File: config.mk
export PLATFORM = sky130hd
export DESIGN_NAME = rob_id_remap_ctrl
export DESIGN_NICKNAME = d
export VERILOG_FILES = /design/src/rtl/rob_pkg.sv /design/src/rtl/rob_r_slice.sv /design/src/rtl/rob_id_remap_ctrl.sv
export SDC_FILE = /design/constraint.sdc
export NUM_CORES = 1
export LEC_CHECK = 0
export CAP_MARGIN = 20
export CORE_UTILIZATION = 35
export DETAILED_ROUTE_END_ITERATION = 10
export PLACE_DENSITY_LB_ADDON = 0.08
export SKIP_LAST_GASP = 1
export SYNTH_ARGS = -nofsm -noshare
export SYNTH_HDL_FRONTEND = slang
export SYNTH_SLANG_ARGS = --single-unit
File: constraint.sdc
create_clock -name clk -period 4.45 [get_ports clk]
set_input_delay 0.445 -clock clk [delete_from_list [all_inputs] [get_ports clk]]
set_output_delay 0.445 -clock clk [all_outputs]
set_load 0.01 [all_outputs]
File: src/rtl/rob_pkg.sv
// rob_pkg
//   Shared types for the AXI read-ID remapping controller.
//   - Default geometry and bus widths used by rob_id_remap_ctrl.
//   - ar_state_e : AR sequencing states.
//   - ar_beat_t  : latched AR payload (original id, address, burst length).
//   - r_beat_t   : one R beat after the original id has been restored.
//   - uid_w()    : width of the {row,col} unique ID for a given table shape.
// The struct field widths follow the ROB_* localparams below, so the top's
// width parameters must be left at (or kept equal to) these defaults.
package rob_pkg;

  localparam int ROB_ID_W       = 4;
  localparam int ROB_NUM_ROWS   = 4;
  localparam int ROB_NUM_COLS   = 4;
  localparam int ROB_ADDR_WIDTH = 32;
  localparam int ROB_DATA_WIDTH = 32;

  function automatic int uid_w(input int rows, input int cols);
    return $clog2(rows) + $clog2(cols);
  endfunction

  typedef enum logic [1:0] {
    AR_IDLE,
    AR_ALLOC,
    AR_SEND
  } ar_state_e;

  typedef struct packed {
    logic [ROB_ID_W-1:0]       id;
    logic [ROB_ADDR_WIDTH-1:0] addr;
    logic [7:0]                len;
  } ar_beat_t;

  typedef struct packed {
    logic [ROB_ID_W-1:0]       id;
    logic [ROB_DATA_WIDTH-1:0] data;
    logic [1:0]                resp;
    logic                      last;
  } r_beat_t;

endpackage

File: src/rtl/rob_r_slice.sv
// rob_r_slice
//   One-entry valid/ready register slice.
//   Ports:
//     clk, rst_n          clock, asynchronous active-low reset
//     in_valid/in_ready   upstream handshake, in_beat payload
//     out_valid/out_ready downstream handshake, out_beat payload
//   in_ready is high when the slot is empty or is being drained this cycle,
//   which lets beats stream at full rate when the consumer is always ready.
module rob_r_slice
  import rob_pkg::*;
#(
  parameter type beat_t = r_beat_t
) (
  input  logic  clk,
  input  logic  rst_n,
  input  logic  in_valid,
  output logic  in_ready,
  input  beat_t in_beat,
  output logic  out_valid,
  input  logic  out_ready,
  output beat_t out_beat
);

  logic  valid_q;
  beat_t beat_q;

  assign in_ready  = !valid_q || out_ready;
  assign out_valid = valid_q;
  assign out_beat  = beat_q;

  always_ff @(posedge clk or negedge rst_n) begin
    if (!rst_n) begin
      valid_q <= 1'b0;
      beat_q  <= '0;
    end else if (in_valid && in_ready) begin
      valid_q <= 1'b1;
      beat_q  <= in_beat;
    end else if (out_ready) begin
      valid_q <= 1'b0;
    end
  end

endmodule

File: src/rtl/rob_id_remap_ctrl.sv
// rob_id_remap_ctrl
//   Sits between an AXI read master and the fabric. Each AR gets a unique
//   {row,col} ID from an external allocator and is forwarded with that ID.
//   Returning R beats have their original ID restored through the allocator
//   lookup; the slot is released on RLAST.
//   Ports:
//     clk, rst_n                         clock, asynchronous active-low reset
//     s_ar*                              upstream AR (original ID)
//     m_ar*                              downstream AR (unique ID)
//     m_r*                               downstream R (unique ID)
//     s_r*                               upstream R (original ID)
//     alloc_req/alloc_id/alloc_gnt/alloc_uid         allocation request
//     free_req/free_uid/free_restored_id/free_ack    release and ID lookup
//     outstanding                        number of live allocated slots
//     err                                sticky protocol/allocator error
module rob_id_remap_ctrl
  import rob_pkg::*;
#(
  parameter int ID_WIDTH   = ROB_ID_W,
  parameter int NUM_ROWS   = ROB_NUM_ROWS,
  parameter int NUM_COLS   = ROB_NUM_COLS,
  parameter int ADDR_WIDTH = ROB_ADDR_WIDTH,
  parameter int DATA_WIDTH = ROB_DATA_WIDTH,
  localparam int UID_W     = uid_w(NUM_ROWS, NUM_COLS),
  localparam int CNT_W     = $clog2(NUM_ROWS * NUM_COLS + 1)
) (
  input  logic                  clk,
  input  logic                  rst_n,
  input  logic                  s_arvalid,
  output logic                  s_arready,
  input  logic [ID_WIDTH-1:0]   s_arid,
  input  logic [ADDR_WIDTH-1:0] s_araddr,
  input  logic [7:0]            s_arlen,
  output logic                  m_arvalid,
  input  logic                  m_arready,
  output logic [UID_W-1:0]      m_arid,
  output logic [ADDR_WIDTH-1:0] m_araddr,
  output logic [7:0]            m_arlen,
  input  logic                  m_rvalid,
  output logic                  m_rready,
  input  logic [UID_W-1:0]      m_rid,
  input  logic [DATA_WIDTH-1:0] m_rdata,
  input  logic [1:0]            m_rresp,
  input  logic                  m_rlast,
  output logic                  s_rvalid,
  input  logic                  s_rready,
  output logic [ID_WIDTH-1:0]   s_rid,
  output logic [DATA_WIDTH-1:0] s_rdata,
  output logic [1:0]            s_rresp,
  output logic                  s_rlast,
  output logic                  alloc_req,
  output logic [ID_WIDTH-1:0]   alloc_id,
  input  logic                  alloc_gnt,
  input  logic [UID_W-1:0]      alloc_uid,
  output logic                  free_req,
  output logic [UID_W-1:0]      free_uid,
  input  logic [ID_WIDTH-1:0]   free_restored_id,
  input  logic                  free_ack,
  output logic [CNT_W-1:0]      outstanding,
  output logic                  err
);

  localparam int MAX_SLOTS = NUM_ROWS * NUM_COLS;

  ar_state_e          state_q, state_d;
  ar_beat_t           ar_q;
  logic [UID_W-1:0]   uid_q;
  logic               init_q;
  logic               ar_load, uid_load;
  logic               alloc_fire, dec_ok, free_q;
  logic               slice_in_ready;
  r_beat_t            r_in, r_out;

  // init_q holds every ready/valid output low until one cycle after reset
  // release, so nothing handshakes while the allocator is still clearing.
  always_ff @(posedge clk or negedge rst_n) begin
    if (!rst_n) begin
      init_q  <= 1'b0;
      state_q <= AR_IDLE;
      ar_q    <= '0;
      uid_q   <= '0;
    end else begin
      init_q  <= 1'b1;
      state_q <= state_d;
      if (ar_load)  ar_q  <= '{id: s_arid, addr: s_araddr, len: s_arlen};
      if (uid_load) uid_q <= alloc_uid;
    end
  end

  // The FSM leaves AR_ALLOC on the grant edge, so the allocator sees exactly
  // one accepted request per AR.
  always_comb begin
    state_d   = state_q;
    s_arready = 1'b0;
    alloc_req = 1'b0;
    m_arvalid = 1'b0;
    ar_load   = 1'b0;
    uid_load  = 1'b0;
    case (state_q)
      AR_IDLE: begin
        s_arready = init_q;
        if (s_arvalid && init_q) begin
          ar_load = 1'b1;
          state_d = AR_ALLOC;
        end
      end
      AR_ALLOC: begin
        alloc_req = 1'b1;
        if (alloc_gnt) begin
          uid_load = 1'b1;
          state_d  = AR_SEND;
        end
      end
      AR_SEND: begin
        m_arvalid = 1'b1;
        if (m_arready) state_d = AR_IDLE;
      end
      default: state_d = AR_IDLE;
    endcase
  end

  assign alloc_id = ar_q.id;
  assign m_arid   = uid_q;
  assign m_araddr = ar_q.addr;
  assign m_arlen  = ar_q.len;

  assign free_uid = m_rid;
  assign m_rready = init_q && slice_in_ready;
  assign free_req = m_rvalid && m_rready && m_rlast;
  assign r_in     = '{id: free_restored_id, data: m_rdata, resp: m_rresp, last: m_rlast};

  rob_r_slice #(.beat_t(r_beat_t)) u_r_slice (
    .clk       (clk),
    .rst_n     (rst_n),
    .in_valid  (m_rvalid && init_q),
    .in_ready  (slice_in_ready),
    .in_beat   (r_in),
    .out_valid (s_rvalid),
    .out_ready (s_rready),
    .out_beat  (r_out)
  );

  assign s_rid   = r_out.id;
  assign s_rdata = r_out.data;
  assign s_rresp = r_out.resp;
  assign s_rlast = r_out.last;

  // A free at zero occupancy is an error and must not underflow; a grant
  // and a free in the same cycle cancel out.
  assign alloc_fire = alloc_req && alloc_gnt;
  assign dec_ok     = free_req && (outstanding != '0);

  always_ff @(posedge clk or negedge rst_n) begin
    if (!rst_n) begin
      outstanding <= '0;
    end else if (alloc_fire && !dec_ok) begin
      if (outstanding != CNT_W'(MAX_SLOTS)) outstanding <= outstanding + 1'b1;
    end else if (dec_ok && !alloc_fire) begin
      outstanding <= outstanding - 1'b1;
    end
  end

  // free_q remembers last cycle's release so the allocator's ack can be
  // checked one cycle later.
  always_ff @(posedge clk or negedge rst_n) begin
    if (!rst_n) begin
      free_q <= 1'b0;
      err    <= 1'b0;
    end else begin
      free_q <= free_req;
      if ((free_req && (outstanding == '0)) ||
          (free_q && !free_ack) ||
          (alloc_gnt && !alloc_req)) begin
        err <= 1'b1;
      end
    end
  end

endmodule

==> results.md <==
- Final core occ: 57.4%
- Mapped Area: 3950 µm²
- DRT Pass-1 Iters: 4
- Simple-gate share of the synthesized area: 4.18%
- Total wire length: 9390 µm
- Top cells by area, synth: dfrtp_1, mux2_2, mux2_1
- Outcome: finished, final reports clean
- Flops & latches, synth: 98
- Ys async rst share: 100%
- N_diodes: 0
- Initial antenna violation count: 0
- Synthesized area per cell: 15.0 µm²
- Vias per cell: 4.72
- VDD IR max: 0.000244 V
- Die ar.: 11700 µm²
- Synth Flop Type: dfrtp_1
- Final net count: 559
- Period utilization: 63.9%
- Clk_lat worst skew: 340 ps
- Dpl ws: 1400 ps
- First-pass GRT wire length: 14400 µm
- Startpoint Class: flop
- Routed Antenna Nets: 0
- CTS tree: yes
- Worst Skew: 11.1 ps
- DRC: 0
- WP buf/inv: 0
- CP delay by family, top: simple AND/OR/NAND/NOR gates
- Worst r2r src: outstanding[1]
- Hpwl dp: 6990 µm
- Worst-path fanout max: 5
- Die height: 108 µm
- Initial Util: 36.1%
- Clock power share: 22.1%
- Setup TNS: 0 ps
- Synth area leader: dfrtp_1
- Vias in the first global route: 2906
- Worst Path Required: 4660 ps
- Max Cap Viol: 0
- Die Wd: 108 µm
- Core area: 10900 µm²
- Synth Net Count: 367
- Routed len/inst: 15.6 µm
- Hold Path Class: in -> async
- Cell Pwr Density: 508 nW/µm²
- Synthesis Warnings: 0
- Multiplexer share of the synthesized area: 25.3%
- CTS root buf: clkbuf_16
- CTS Buf Count: 9
- Fin. max-slew vios: 0
- Total GRT Usage: 16.5%
- Slack of the critical path: 1610 ps
- Finished Layout Cells: 600
- Endpoints failing hold: 0
- GPL Wtd Cong: 0.811
- Via Count: 2829
- CP endpoint kind: flop
- RSZ-0062 raised after global routing: false
- DR iter-0 viols: 76
- Share of cells above drive strength 1: 18.7%
- Worst R2R Setup Slack: 1610 ps
- Relative slew slack: 30.9%
- Largest net degree at the start of global routing: 74
- Number of flops mapped to enable cells by yosys: 0
- CP max stage cell: or4_4
- Sequential Power Share: 40.5%
- Synth Area in Adders: 1.77%
- Leak: 2.59 nW
- Clock-pin slew on the worst setup and hold paths: 60 ps
- Area grow syn2layout: 59.0%
- Largest family of logic cells by synthesized area: multiplexers
- Min Tclk post-route: 2840 ps
- CTS sink count: 98
- Row cnt: 38
- Final setup viols: 0
- Critical path cell sequence: or4_4 > o2111a_2 > or2_1 > ha_1 > a21oi_1 > and3_1 > o221ai_1 > o21bai_1
- Fmax: 0.352 GHz
- Setup repair bufs after CTS: 0
- Grt ovf: 0
- CTS max path bufs: 2
- Synth Instances: 263
- Io pins: 202
- H-tree depth: 3
- Sequential cell area fraction in the yosys report: 62.1%
- Synth Area in Compound Gates: 3.17%
- Post-Place Cells: 583
- Comb pwr share: 37.4%
- Actual slew at the worst max-slew pin: 1040 ps
- Worst reg-to-reg path cell count: 8
- Setup Crit Path Kind: reg -> reg
- Synth cell types: 39
- Hold Buf Count CTS: 0
- Worst path max stage delay: 590 ps
- Synth top area share: 62.1%
- Sw Ratio: 28.6%
- Arrival time of the worst setup path: 3050 ps
- Int Power: 2.28 mW
- Post_cts resized: 0
- FILL cells: 949
- PortBufs: 193
- Xor/xnor share of the synthesized area: 0.665%
- P_sw: 0.911 mW
- RR Endpoint: outstanding[4]
registers in the layout (all words and copies together), names as in the netlist:
signal               cells
u_r_slice.out_beat      39
init_q                   1
u_r_slice.out_valid      1
state_q                  2
alloc_id                 4
m_arid                   4
m_arlen                  8
err                      1
free_q                   1
outstanding              5
m_araddr                32
cell usage after synthesis, drive strengths merged (2+ instances only):
library cell / instances
inv: 8
nor2: 3
nand2: 5
nand4: 2
o21ai: 2
a21oi: 5
nand2b: 2
nor2b: 2
and2: 3
buf: 10
mux2: 88
nand3b: 2
dfrtp: 98
nand3: 3
ha: 4
xnor2: 2
clkbuf: 4
metrics by stage:
step | cell area [µm²] | hold WS (ps) | power [mW]
global route | 6280 | 305 | 3.39
detailed placement | 5990 | 474 | 2.52
CTS | 6260 | 265 | 3.23
finish | 6280 | 228 | 3.19
global placement | 5990 | 469 | 2.49
floorplan | 3950 | 149 | 1.80
cells by family (layout without fill, tap and decap cells):
logic type	after synthesis	count (layout)
compound gates	16	16
simple gates	29	29
fa+ha+maj	5	5
other cells	1	1
xor+xnor	3	3
flops	98	98
buf+inv	22	219
mux	89	89
routing by layer:
layer	share of wire (%)	wire length [µm]	GRT usage (%)	up-vias
met5	0	0	0	-
met3	11	1000	7.11	14
met1	40	3730	19.5	1374
met2	47	4420	25.1	123
met4	2.5	230	9.10	0
li1	-	-	-	1318
power groups by stage:
stage                     clock network [mW]  logic [mW]  registers [mW]
after global routing                   0.778        1.28            1.33
after detailed placement                   0        1.20            1.31
after CTS                              0.729        1.21            1.30
final                                  0.705        1.19            1.29
after global placement                     0        1.19            1.30
after floorplan                            0       0.383            1.42
how the worst max path moves through the flow:
stage / slack [ps] / startpoint / endpoint / cells after the start
after global placement: 1490 / alloc_gnt / outstanding[4] / 8
after floorplan: 1800 / outstanding[1] / outstanding[4] / 8
final: 1610 / outstanding[1] / outstanding[4] / 8
after CTS: 1620 / outstanding[1] / outstanding[4] / 8
after global routing: 1510 / outstanding[1] / outstanding[4] / 8
after detailed placement: 1400 / alloc_gnt / outstanding[4] / 8
cells in the final DEF (no fill, tap or decap), types with 3 or more instances in the layout:
| cell | netlist | routed |
|---|---|---|
| nand2_1 | 5 | 5 |
| clkdlybuf4s50_1 | 0 | 192 |
| clkbuf_1 | 4 | 4 |
| dfrtp_1 | 98 | 98 |
| clkbuf_16 | 0 | 9 |
| nand3_1 | 3 | 3 |
| mux2_2 | 66 | 66 |
| mux2_1 | 22 | 22 |
| inv_1 | 8 | 8 |
| a21oi_1 | 5 | 5 |
| ha_1 | 4 | 4 |
layout make-up:
cell class,instances,area [µm²],area share [%]
Tap cell,140,175,2.79
Inverter,8,30.0,0.478
Clock inverter,3,25.0,0.398
Sequential cell,98,2450,39.1
Clock buffer,13,240,3.83
Multi-Input combinational cell,143,1400,22.3
Timing Repair Buffer,195,1960,31.2
No activity file was read; power rests on OpenSTA's default activity.
